**src/rtl/trig_rx.sv**
```systemverilog
// trig_rx: trigger-link receiver with comma lock, trigger decode, sequence check and error counters
module trig_rx #(
  parameter int          LOCK_CNT = 16,
  parameter logic [15:0] COMMA    = 16'h00BC
) (
  input  logic        clk,
  input  logic        rst,
  input  logic [15:0] data_i,
  input  logic        kchar_i,
  input  logic        cnt_clr,
  output logic        link_up_o,
  output logic        trg_o,
  output logic [14:0] trg_num_o,
  output logic        seq_err_o,
  output logic [31:0] trg_cnt_o,
  output logic [15:0] link_err_cnt_o,
  output logic [15:0] seq_err_cnt_o
);
  typedef enum logic {LOST, UP} state_t;
  state_t      state_q, state_d;
  logic [15:0] data_q;
  logic        kchar_q;
  logic [7:0]  cc_q, cc_d;
  logic        seed_q, seed_d;
  logic        trg_q, trg_d;
  logic [14:0] num_q, num_d;
  logic        serr_q, serr_d;
  logic [31:0] tcnt_q, tcnt_d;
  logic [15:0] lcnt_q, lcnt_d, scnt_q, scnt_d;
  logic        is_comma, is_trig, is_bad, acc, lerr, mis;
  always_comb begin
    is_comma = kchar_q && data_q == COMMA;
    is_trig  = !kchar_q && data_q[15];
    is_bad   = !is_comma && !is_trig;
    acc      = state_q == UP && is_trig;
    lerr     = state_q == UP && is_bad;
    mis      = acc && seed_q && data_q[14:0] != num_q + 15'd1;
    state_d  = state_q == LOST ? ((is_comma && cc_q == 8'(LOCK_CNT - 1)) ? UP : LOST)
                               : (is_bad ? LOST : UP);
    cc_d     = (state_q == LOST && is_comma && cc_q != 8'(LOCK_CNT - 1)) ? cc_q + 8'd1 : 8'd0;
    // expected value is only trusted once a trigger has been seen in this lock period
    seed_d   = state_q == LOST ? 1'b0 : (acc ? 1'b1 : seed_q);
    trg_d    = acc;
    num_d    = acc ? data_q[14:0] : num_q;
    serr_d   = cnt_clr ? 1'b0 : (serr_q | mis);
    tcnt_d   = cnt_clr ? 32'd0 : tcnt_q + {31'd0, acc};
    lcnt_d   = cnt_clr ? 16'd0 : ((lerr && lcnt_q != 16'hFFFF) ? lcnt_q + 16'd1 : lcnt_q);
    scnt_d   = cnt_clr ? 16'd0 : ((mis && scnt_q != 16'hFFFF) ? scnt_q + 16'd1 : scnt_q);
  end
  always_ff @(posedge clk or posedge rst) begin
    if (rst) begin
      data_q  <= '0;
      kchar_q <= 1'b0;
      state_q <= LOST;
      cc_q    <= '0;
      seed_q  <= 1'b0;
      trg_q   <= 1'b0;
      num_q   <= '0;
      serr_q  <= 1'b0;
      tcnt_q  <= '0;
      lcnt_q  <= '0;
      scnt_q  <= '0;
    end else begin
      data_q  <= data_i;
      kchar_q <= kchar_i;
      state_q <= state_d;
      cc_q    <= cc_d;
      seed_q  <= seed_d;
      trg_q   <= trg_d;
      num_q   <= num_d;
      serr_q  <= serr_d;
      tcnt_q  <= tcnt_d;
      lcnt_q  <= lcnt_d;
      scnt_q  <= scnt_d;
    end
  end
  assign link_up_o      = state_q == UP;
  assign trg_o          = trg_q;
  assign trg_num_o      = num_q;
  assign seq_err_o      = serr_q;
  assign trg_cnt_o      = tcnt_q;
  assign link_err_cnt_o = lcnt_q;
  assign seq_err_cnt_o  = scnt_q;
endmodule

```
**config.mk**
```make
export PLATFORM = sky130hd
export DESIGN_NAME = trig_rx
export DESIGN_NICKNAME = d
export VERILOG_FILES = /design/src/rtl/trig_rx.sv
export SDC_FILE = /design/constraint.sdc
export NUM_CORES = 1
export LEC_CHECK = 0
export CORE_UTILIZATION = 50
export DETAILED_ROUTE_END_ITERATION = 10
export PLACE_DENSITY = 0.77
export RECOVER_POWER = 100
export SETUP_SLACK_MARGIN = 0.02
export SYNTH_ARGS = -nofsm -noshare
export SYNTH_HDL_FRONTEND = slang
export SYNTH_SLANG_ARGS = --single-unit
export TNS_END_PERCENT = 1
```
**constraint.sdc**
```tcl
create_clock -name clk -period 9.6 [get_ports clk]
set_input_delay 1.92 -clock clk [delete_from_list [all_inputs] [get_ports clk]]
set_output_delay 1.92 -clock clk [all_outputs]
set_load 0.03 [all_outputs]
```
# After elaboration in Yosys (flattened, before gate mapping)
# Index checks and enable logic that the tools add are counted.
classes:
  n_addsub: 5
  n_mul: 0
  n_div: 0
  order_cmp: 0
  n_eq_ne: 7
  shifts: 0
  n_mux: 12
  n_bitwise: 2
  reduce_logical: 17
ops:
  columns: ["op", "count"]
  rows:
  - ["2-to-1 mux 16 bit", 4]
  - ["adder 16 x 1 -> 16 bit, second input constant", 2]
  - ["adder 32 x 1 -> 32 bit", 1]
  - ["2-to-1 mux 32 bit", 1]
  - ["inequality test 16 bit, second input constant", 2]
  - ["equality test 16 x 8 -> 1 bit, second input constant", 1]
  - ["adder 15 x 1 -> 15 bit, second input constant", 1]
  - ["inequality test 15 bit", 1]
  - ["logical AND 1 bit", 12]
  - ["adder 8 x 1 -> 8 bit, second input constant", 1]
  - ["equality test 8 x 4 -> 1 bit, second input constant", 1]
  - ["2-to-1 mux 8 bit", 1]
  - ["inequality test 8 x 4 -> 1 bit, second input constant", 1]
  - ["2-to-1 mux 1 bit", 6]
  - ["nonzero test 2 bit", 2]
  - ["logical NOT 1 bit", 3]
  - ["inequality test 2 x 1 -> 1 bit, second input constant", 1]
  - ["NOT 1 bit", 1]
  - ["bitwise OR 1 bit", 1]
totals:
  reg_bits: 108
  latch_bits: 0
  mem_bits_rw: 0
  romBits: 0
  inputBits: 20
  output_inout_bits: 82
  memories: 0

# Longest topological paths before layout
# Gate-level depths: netlist of run 1.
depth:
  word_depth: 8
  mapped_depth: 12

# Least setup slack after synthesis of run 1
# OpenSTA, ideal clock, no wires.
synth_path:
  path_type: "reg2reg"
  startpoint: "register state_q, in the netlist link_up_o"
  endpoint: "register tcnt_q[30], in the netlist trg_cnt_o[30]"
  setup_time_ns: 0.132
  t_arrival_ns: 3.008
  required_time_ns: 9.468
  slack_ns: 6.461
  stages_incl_launch_ff: 13
  n_path_buf: 1
  cell_sequence: "dfrtp_1 nand3b_1 clkinv_1 clkbuf_1 ha_1 ha_1 inv_1 nor4_2 nand2_1 nor3_1 nand3_1 xor2_1 nor2_1"
synth_via:
  elab_chain_len: 3
synth_lines:
  columns: ["element", "line_no", "source"]
  rows:
  - ["from (decl)", "20", "state_t state_q, state_d;"]
  - ["from (signal assigned)", "66", "state_q <= state_d;"]
  - ["logical AND 1 bit", "35", "acc = state_q == UP && is_trig;"]
  - ["net acc", "30", "logic is_comma, is_trig, is_bad, acc, lerr, mis;"]
  - ["adder 32 x 1 -> 32 bit", "46", "tcnt_d = cnt_clr ? 32'd0 : tcnt_q + {31'd0, acc};"]
  - ["2-to-1 mux 32 bit", "46", null]
  - ["net tcnt_d[30]", "28", "logic [31:0] tcnt_q, tcnt_d;"]
  - ["to (signal assigned)", "72", "tcnt_q <= tcnt_d;"]
  - ["to (decl)", "28", null]
# The timed path passes the listed nets, and every way through them passes these cells.
# A chain may end at the register's enable or synchronous reset.

# Worst setup path in the final report of run 1
layout_path:
  startpoint: "input port cnt_clr"
  endpoint: "register scnt_q[3], in the netlist seq_err_cnt_o[3]"
layout_via:
  elab_chain_len: 1
  word_cells_on_any_way: 2
layout_lines:
  columns: ["element", "line_no", "source"]
  rows:
  - ["from (decl)", "10", "input logic cnt_clr,"]
  - ["2-to-1 mux 16 bit or nonzero test 2 bit (tied branches)", null, null]
  - ["to (signal assigned)", "74", "scnt_q <= scnt_d;"]
  - ["to (decl)", "29", "logic [15:0] lcnt_q, lcnt_d, scnt_q, scnt_d;"]
# Several ways; a longest one is shown, not always the timed one.

==> metrics.txt, run 1 <==
global-route wire length before repair=19730 um; # port buffers=101; post-synth top area share=51.56%; DIE HEIGHT=104.4 um; post-synthesis sequential area ratio=51.56%; final hold vios=0; outcome=finished, violations left; reg-to-reg critical path startpoint=kchar_q$_DFF_PP0_; Total Wirelength=11790 um; Synth warnings=0; Hold Crit Class=flip-flop to flip-flop; Net Sw Frac=24.24%; vias=4269; Synth area leaders=dfrtp_1, xor2_1, nand2_1, nor2_1, xnor2_1; DP Wirelength=8172 um; setup tns final=0 ns; max-slew violation count=70; Rows=37; FF-to-FF path depth=11; Setup Buffers After CTS=0; cts hold-fix bufs=0; P_leak=0.003017 uW; initial antenna violation count=0; post-synthesis register bit count=108; Async S/R FF share, synth=100.0%; Max Root-Sink Buffers=2; Min-Delay Endpoint=cc_q[0]$_DFF_PP0_; Arr. time, crit path=4.47 ns; PwrDens=116.2 nW/um^2; FF/Latch Area=2703 um^2; Initial Util=51.23%; fillcell total=841; RR Endpoint=trg_cnt_o[30]$_DFF_PP0_; initial DRC count=195; layout cells sized above 1=4.375%; number of distinct library cells after synthesis=51; DR pass1 iterations=4; worst hold slack=0.4918 ns; Worst Hold Depth=1; DP Worst Slack=5.920 ns; vias per inst=5.501; vias in the first global route=4148; CTS buffer count=9; grt total ovfl=0; Critical Path RT=9.85 ns; Power Internal=575.0 uW; RSZ-0062 raised after global routing=false; Rel. slew slack=-95.25%; post-route setup slack=5.377 ns; post_cts resized=0; mapped cell area=5241 um^2; CP Capture Type=flip-flop; Residual DRC=0; die width=104.4 um; Mean Syn Cell Area=9.724 um^2; maximum vdd drop=0.06815 mV; Sink Count=108; Routed Antenna Nets=0; Die Area=10900 um^2; Fin Clk Skew=0.02521 ns; Crit Path Max Fanout=69; P&R area growth vs syn=24.56%; Max Freq=0.2368 GHz; Main synth FF type=dfrtp_1; final setup violation count=0; NetSw=183.9 uW; clk slew on worst S/H paths=0.11 ns; Syn Nets=565; cell taking the most area after synthesis=dfrtp_1; # IOs=102; Multi-input gate area=2402 um^2; Final GP Congestion=0.8338; Logic pwr share=3.7%; max_cap viols=1; core area=10230 um^2; nets@finish=661; GRT Util Overall=22.43%; cells after synthesis=539; EDFF count, synth=0; violated checks=max-capacitance violations, max-slew violations; WL per Instance=15.20 um; kind of start point of the critical path=input port; fin crit share=43.99%; Power Total=758.9 uW; share of power burned in the clock network=35.3%; Worst Hold Launch=cc_q[0]$_DFF_PP0_; CTS tree=yes; Worst Tran Pin Value=2.929 ns; H-tree Lvls=3; largest net degree at the start of global routing=85; Root Buffer=clkbuf_8; Min Clock Period, post-route=4.223 ns; R2R setup slack=5.66 ns; sequential power share=61.0%; Clock Latency Late Sink=0.37 ns; crit path kind=input port to flip-flop; # diodes=0
==> Yosys cell counts (all sizes together), types with 3 or more instances <==
master / n
inv: 10
dfrtp: 108
nor2b: 5
mux2: 3
a21oi: 22
or4: 11
xnor2: 23
nand2: 74
nand3: 38
o21ai: 10
mux2i: 3
xor2: 41
buf: 7
or3: 6
ha: 6
nand4: 16
and3: 13
clkbuf: 11
and2: 4
nor4b: 3
nor3: 11
o31ai: 11
nor2: 69
nor4: 3
and4: 7
nand2b: 7
==> worst max-delay path: stages <==
cell	delay [ns]
clkbuf_1	2.04
nor2_1	0.08
mux2_1	0.42
==> logic make-up (layout without fill, tap and decap cells) <==
family                   after synthesis  in the layout  synth area share [%]
AND/OR/NAND/NOR                      273            273                 25.93
AO/OA/AOI/OAI                         53             53                 6.398
multiplexers                           6              6                 1.217
adder cells (fa/ha/maj)                6              6                 1.432
buffers and inverters                 29            130                 2.483
XOR/XNOR                              64             64                 10.98
flip-flops                           108            108                 51.56
==> power groups by stage <==
| stage | sequential (uW) | clock, uW | combinational (uW) |
|---|---|---|---|
| 2_1_floorplan | 470 | 0 | 17.2 |
| 3_3_place_gp | 472 | 0 | 29.7 |
| 3_5_place_dp | 472 | 0 | 30.1 |
| 4_1_cts | 463 | 275 | 30.4 |
| 5_1_grt | 464 | 290 | 31.8 |
| 6_report | 463 | 268 | 28.0 |
==> registers in the layout, summed over array words and instances (netlist names) <==
signal	count
seq_err_o	1
link_err_cnt_o	16
kchar_q	1
cc_q	8
seed_q	1
trg_o	1
data_q	16
seq_err_cnt_o	16
trg_num_o	15
link_up_o	1
trg_cnt_o	32
==> area by class of cell <==
class / instances / area share [%]
Clock buffer: 10 / 2.108
Clock inverter: 6 / 0.8241
Inverter: 11 / 0.6516
Multi-Input combinational cell: 402 / 36.80
Sequential cell: 108 / 41.40
Tap cell: 136 / 2.606
Timing Repair Buffer: 103 / 15.62
==> how the worst max path moves through the flow <==
stage / from / to / slack [ns] / cells past startpoint
6_report: cnt_clr / seq_err_cnt_o[3]$_DFFE_PP0P_ / 5.38 / 3
5_1_grt: kchar_q$_DFF_PP0_ / trg_cnt_o[30]$_DFF_PP0_ / 5.07 / 11
4_1_cts: kchar_q$_DFF_PP0_ / trg_cnt_o[30]$_DFF_PP0_ / 5.89 / 11
3_5_place_dp: kchar_q$_DFF_PP0_ / trg_cnt_o[30]$_DFF_PP0_ / 5.92 / 11
3_3_place_gp: rst / trg_cnt_o[27]$_DFF_PP0_ / 5.95 / 3
2_1_floorplan: rst / cc_q[0]$_DFF_PP0_ / 4.83 / 1
==> layout by cell type, fill, tap and decap left out, drive strengths merged, types with 2 or more instances in the layout <==
cell type,synthesis,final
clkinv,1,4
a21oi,22,22
o21ai,10,10
mux2i,3,3
dlygate4sd3,0,100
mux2,3,3
nor3,11,11
and2,4,4
nand2b,7,7
nor4,3,3
a31oi,2,2
dfrtp,108,108
nor4b,3,3
or3,6,6
nand3,38,38
nor2b,5,5
and3,13,13
o31ai,11,11
xnor2,23,23
and4,7,7
ha,6,6
nand2,74,74
buf,7,2
nor2,69,69
xor2,41,41
clkbuf,11,11
nand4,16,16
inv,10,12
or4,11,11
==> per-stage QoR <==
stage	utilization, %	area, um^2	instances
6_report	63.81	6529	776
5_1_grt	63.81	6529	776
3_3_place_gp	62.03	6346	760
4_1_cts	63.90	6538	776
2_1_floorplan	-	5241	539
3_5_place_dp	62.03	6346	760
==> routing by layer <==
metal	track usage, %	share of wire (%)	up-vias
met3	5.451	6.2	8
met5	0	0	-
met1	31.19	46	2100
met2	35.19	47	107
li1	-	-	2054
met4	5.918	0.67	0
(Power assumes the default switching activity.)
==> run 2: changes to the inputs <==
==> constraint.sdc (replaced) <==
create_clock -name clk -period 3.9 [get_ports clk]
set_input_delay 0.78 -clock clk [delete_from_list [all_inputs] [get_ports clk]]
set_output_delay 0.78 -clock clk [all_outputs]
set_load 0.03 [all_outputs]
==> run 2 against run 1 <==
The flow still finishes with violations (max-capacitance violations, max-slew violations). Clock skew fell by 0.010 ns. Via count fell by 0.63%. Critical path depth rose by 9. Sequential share of layout area fell by 0.28 points. Sequential cell count did not move. Register-to-register slack got worse by 5.0 ns. Combinational power rose to 2.5 times the previous value. Utilization rose by 0.44 points. Hold slack got worse by 0.0082 ns. Worst setup slack got worse by 4.7 ns. Global-route usage rose by 1.0 points. Final cell count rose by 0.26%. Largest cell class unchanged. Highest routed layer unchanged.
==> metrics.txt, run 2 (same netlist as run 1, synthesis figures left out) <==
# diodes=0; Routed Antenna Nets=0; Rows=37; max-slew violation count=51; max_cap viols=1; post_cts resized=0; Worst Tran Pin Value=2.288 ns; Total Wirelength=12110 um; DP Wirelength=8313 um; initial DRC count=193; DR pass1 iterations=4; Max Root-Sink Buffers=2; Fin Clk Skew=0.01521 ns; final setup violation count=0; cts hold-fix bufs=0; kind of start point of the critical path=flip-flop; commonest non-fill, non-tap cell in the layout=dfrtp_1; global-route wire length before repair=20490 um; DIE HEIGHT=104.4 um; clk slew on worst S/H paths=0.10 ns; Rel. slew slack=-53.35%; Largest register FFs=32; setup tns final=0 ns; initial antenna violation count=0; vias per inst=5.452; Power Total=1946 uW; PwrDens=296.1 nW/um^2; core area=10230 um^2; Root Buffer=clkbuf_8; worst hold slack=0.4836 ns; maximum vdd drop=0.2325 mV; Clock Latency Late Sink=0.38 ns; fin crit share=83.76%; # IOs=102; Die Area=10900 um^2; CTS buffer count=9; Critical Path RT=4.14 ns; vias=4242; # port buffers=101; Initial Util=51.23%; Hold Crit Class=flip-flop to flip-flop; Setup Buffers After CTS=0; DP Worst Slack=0.9097 ns; crit-path cells=nand3b_1 > clkbuf_1 > clkinv_1 > ha_1 > ha_1 > inv_1 > nor4_2 > nand2_1 > nor3_1 > nand3_1 > xor2_1 > nor2_1; Crit Path Max Fanout=16; Largest stage delay, worst path=0.51 ns; final hold vios=0; vias in the first global route=4125; largest net degree at the start of global routing=59; GRT Util Overall=23.45%; RR Endpoint=trg_cnt_o[28]$_DFF_PP0_; WL per Instance=15.56 um; RSZ-0062 raised after global routing=false; reg-to-reg critical path startpoint=kchar_q$_DFF_PP0_; outcome=finished, violations left; H-tree Lvls=3; Min Clock Period, post-route=3.267 ns; FF-to-FF path depth=12; CP Capture Type=flip-flop; design area=6574 um^2; Sink Count=108; Arr. time, crit path=3.51 ns; Final GP Congestion=0.8445; R2R setup slack=0.63 ns; Residual DRC=0; DP Area=6381 um^2; crit path from=kchar_q$_DFF_PP0_; crit path kind=flip-flop to flip-flop; layout cells sized above 1=4.050%; commonest non-fill, non-tap cells in the layout=dfrtp_1, dlygate4sd3_1, nand2_1, nor2_1, xor2_1; die width=104.4 um; Max Freq=0.3061 GHz; crit path to=trg_cnt_o[28]$_DFF_PP0_; CP max-delay cell=nor4_2; nets@finish=664; P&R area growth vs syn=25.42%; post-route setup slack=0.6334 ns; grt total ovfl=0; P_leak=0.003028 uW; most used cell, CP=ha_1; CTS tree=yes; violated checks=max-capacitance violations, max-slew violations
-- run 2: worst min path at each step --
stage                             startpoint                  to  cells past startpoint
after floorplan           seed_q$_DFFE_PP0P_  seed_q$_DFFE_PP0P_                      2
after global routing       cc_q[0]$_DFF_PP0_   cc_q[0]$_DFF_PP0_                      1
after global placement     cc_q[0]$_DFF_PP0_   cc_q[0]$_DFF_PP0_                      1
final                     seed_q$_DFFE_PP0P_  seed_q$_DFFE_PP0P_                      2
after detailed placement  seed_q$_DFFE_PP0P_  seed_q$_DFFE_PP0P_                      2
after CTS                 seed_q$_DFFE_PP0P_  seed_q$_DFFE_PP0P_                      2
-- run 2: worst max-delay path: cells and delay by family, from the launching register on --
family / cells / cell delay, ns
AND/OR/NAND/NOR: 6 / 1.59
flip-flops: 1 / 0.39
XOR/XNOR: 1 / 0.15
adder cells (fa/ha/maj): 2 / 0.43
buffers and inverters: 3 / 0.56
-- run 2: power by group --
part           switching [uW]  leakage, uW  total (uW)  internal, uW
logic                    43.9      0.00146        70.7          26.8
clock network             376    0.0000956         735           359
registers                12.6      0.00147        1140          1130
-- run 2: per-layer routing --
layer,wire length [um],global-route usage [%],part of all wire [%],vias to the layer above
met3,735,6.516,6.1,13
met5,0,0,0,-
met1,5484,31.66,45,2067
met2,5736,36.66,47,109
li1,-,-,-,2053
met4,150,7.347,1.2,0
-- run 2: layout make-up --
| cell class | instances | area, um^2 |
|---|---|---|
| fill | 833 | 3657 |
| sequential | 108 | 2703 |
| multi-input combinational | 402 | 2407 |
| timing repair buffer | 106 | 1045 |
| tap | 136 | 170.2 |
| clock buffer | 11 | 131.4 |
| clock inverter | 4 | 75.07 |
| inverter | 11 | 42.54 |
-- run 2: stage by stage --
| stage | std cells | utilization [%] |
|---|---|---|
| 4_1_cts | 778 | 64.39 |
| 3_3_place_gp | 763 | 62.37 |
| 3_5_place_dp | 763 | 62.37 |
| 6_report | 778 | 64.25 |
| 5_1_grt | 778 | 64.25 |
| 2_1_floorplan | 539 | - |
==> run 3: changes to the inputs <==
--- a/config.mk
+++ b/config.mk
@@ -5,9 +5,9 @@
 export SDC_FILE = /design/constraint.sdc
 export NUM_CORES = 1
 export LEC_CHECK = 0
-export CORE_UTILIZATION = 50
+export CORE_UTILIZATION = 47
 export DETAILED_ROUTE_END_ITERATION = 10
-export PLACE_DENSITY = 0.77
+export PLACE_DENSITY = 0.76
 export RECOVER_POWER = 100
 export SETUP_SLACK_MARGIN = 0.02
 export SYNTH_ARGS = -nofsm -noshare
==> constraint.sdc (replaced) <==
create_clock -name clk -period 2.6 [get_ports clk]
set_input_delay 0.52 -clock clk [delete_from_list [all_inputs] [get_ports clk]]
set_output_delay 0.52 -clock clk [all_outputs]
set_load 0.03 [all_outputs]
==> run 3 against run 2 <==
The run now ends clean. Utilization fell by 1.7 points. Clock power rose by 59%. Critical path depth fell by 4. Via count rose by 3.5%. Combinational power rose by 68%. Non-clock buffer count rose by 16. Register-to-register slack got worse by 0.50 ns. Clock skew fell by 0.0084 ns. First-iteration DRC count rose by 35%. Sequential share of layout area fell by 1.2 points. Count of clock-buffer cells in the layout rose by 2. Hold slack improved by 0.0046 ns. Largest power group unchanged.
==> metrics.txt, run 3 (same netlist as run 1, synthesis figures left out) <==
Critical Path RT=2.86 ns; layout cells sized above 1=8.939%; fin crit share=94.86%; met1 Resource Use GR=30.45%; # diodes=0; grt peak-use layer=met2; clk slew on worst S/H paths=0.10 ns; Clock Latency Late Sink=0.37 ns; Worst Tran Pin Value=1.366 ns; design area=6783 um^2; H-tree Lvls=3; Initial Util=48.35%; Min Clock Period, post-route=2.466 ns; Setup Buffers After CTS=0; P_leak=0.003118 uW; CTS buffer count=9; GR Layer Usage met2=36.58%; DP Wirelength=8808 um; FF-to-FF path depth=8; CTS tree=yes; RR Endpoint=seq_err_cnt_o[3]$_DFFE_PP0P_; grt total ovfl=0; initial DRC count=261; crit path kind=flip-flop to flip-flop; Total Wirelength=12780 um; post-route setup slack=0.1338 ns; maximum vdd drop=0.2306 mV; Arr. time, crit path=2.73 ns; DR pass1 iterations=4; reg-to-reg critical path startpoint=trg_num_o[0]$_DFFE_PP0N_; core area=10840 um^2; global-route wire length before repair=20930 um; commonest non-fill, non-tap cell in the layout=dfrtp_1; Rows=38; Die Area=11580 um^2; max-slew violation count=0; DIE HEIGHT=107.6 um; Worst Hold Launch=seed_q$_DFFE_PP0P_; FF/Latch Area=2709 um^2; Min-Delay Endpoint=seed_q$_DFFE_PP0P_; PwrDens=442.4 nW/um^2; Hold Crit Class=flip-flop to flip-flop; setup tns final=0 ns; R2R setup slack=0.13 ns; Crit Path Max Fanout=14; Fin Clk Skew=0.006835 ns; # IOs=102; vias per inst=5.488; Sink Count=108; Root Buffer=clkbuf_8; met3 usage=5.206%; Final GP Congestion=0.8555; initial antenna violation count=1; final hold vios=0; commonest non-fill, non-tap cells in the layout=dfrtp_1, dlygate4sd3_1, nand2_1, nor2_1, xor2_1; fillcell total=910; P&R area growth vs syn=29.41%; outcome=finished clean; WL per Instance=15.97 um; die width=107.6 um; largest net degree at the start of global routing=40; Max Freq=0.4055 GHz; vias in the first global route=4332; RSZ-0062 raised after global routing=true; CP Capture Type=flip-flop; Residual DRC=0; Rel. slew slack=8.461%; cts hold-fix bufs=0; DP Worst Slack=0.03505 ns; Largest register FFs=32; crit path from=trg_num_o[0]$_DFFE_PP0N_; max_cap viols=0; Max Root-Sink Buffers=2; Routed Antenna Nets=0; GRT Util Overall=23.25%; Worst Hold Depth=2; # port buffers=101; Multi-input gate area=2451 um^2; final setup violation count=0; DP Area=6533 um^2; kind of start point of the critical path=flip-flop; Final Util=62.57%; nets@finish=681; vias=4390
-- run 3: layer usage --
| metal | wire, um | up-vias |
|---|---|---|
| met1 | 5638 | 2125 |
| met5 | 13 | - |
| li1 | - | 2086 |
| met4 | 309 | 2 |
| met2 | 5968 | 148 |
| met3 | 848 | 29 |
-- run 3: worst max-delay path, cell delays in order (launching register included) --
cell,delay (ns)
dfrtp_1,0.44
ha_2,0.23
and2_1,0.15
o21ai_0,0.19
a31oi_1,0.12
nor3_2,0.36
o2111a_2,0.44
nor3_1,0.10
mux2_1,0.32
-- run 3: cell type report --
| class | count | share of cell area, % |
|---|---|---|
| clock inverter | 3 | 0.9961 |
| multi-input combinational | 403 | 36.14 |
| sequential | 108 | 39.94 |
| tap | 140 | 2.583 |
| inverter | 11 | 0.6272 |
| clock buffer | 13 | 2.490 |
| timing repair buffer | 122 | 17.23 |
-- run 3: where the power goes --
part           switching (uW)  internal (uW)
clock network             551            622
registers                16.4           1690
logic                    73.9           45.3
-- run 3: worst max path at each step --
stage | slack [ns] | cells past startpoint | endpoint
floorplan | -0.54 | 12 | trg_cnt_o[30]$_DFF_PP0_
global placement | 0.12 | 8 | seq_err_cnt_o[3]$_DFFE_PP0P_
detailed placement | 0.04 | 8 | seq_err_cnt_o[3]$_DFFE_PP0P_
CTS | 0.01 | 8 | seq_err_cnt_o[3]$_DFFE_PP0P_
global route | 0.02 | 7 | seq_err_cnt_o[11]$_DFFE_PP0P_
finish | 0.13 | 8 | seq_err_cnt_o[3]$_DFFE_PP0P_
-- run 3: stage by stage --
step / power [uW] / std cells / hold slack (ns)
3_3_place_gp: 1866 / 783 / 0.4645
6_report: 3001 / 800 / 0.4882
2_1_floorplan: 1801 / 539 / 0.4420
4_1_cts: 3051 / 799 / 0.4942
5_1_grt: 3115 / 800 / 0.5282
3_5_place_dp: 1868 / 783 / 0.4709
-- run 3: what timing repair did --
item	in CTS	in global routing
setup endpoints to repair	2	22
pin swaps	1	4
gates resized for setup	1	17
endpoints found under the hold margin	0	0
gates cloned	0	1
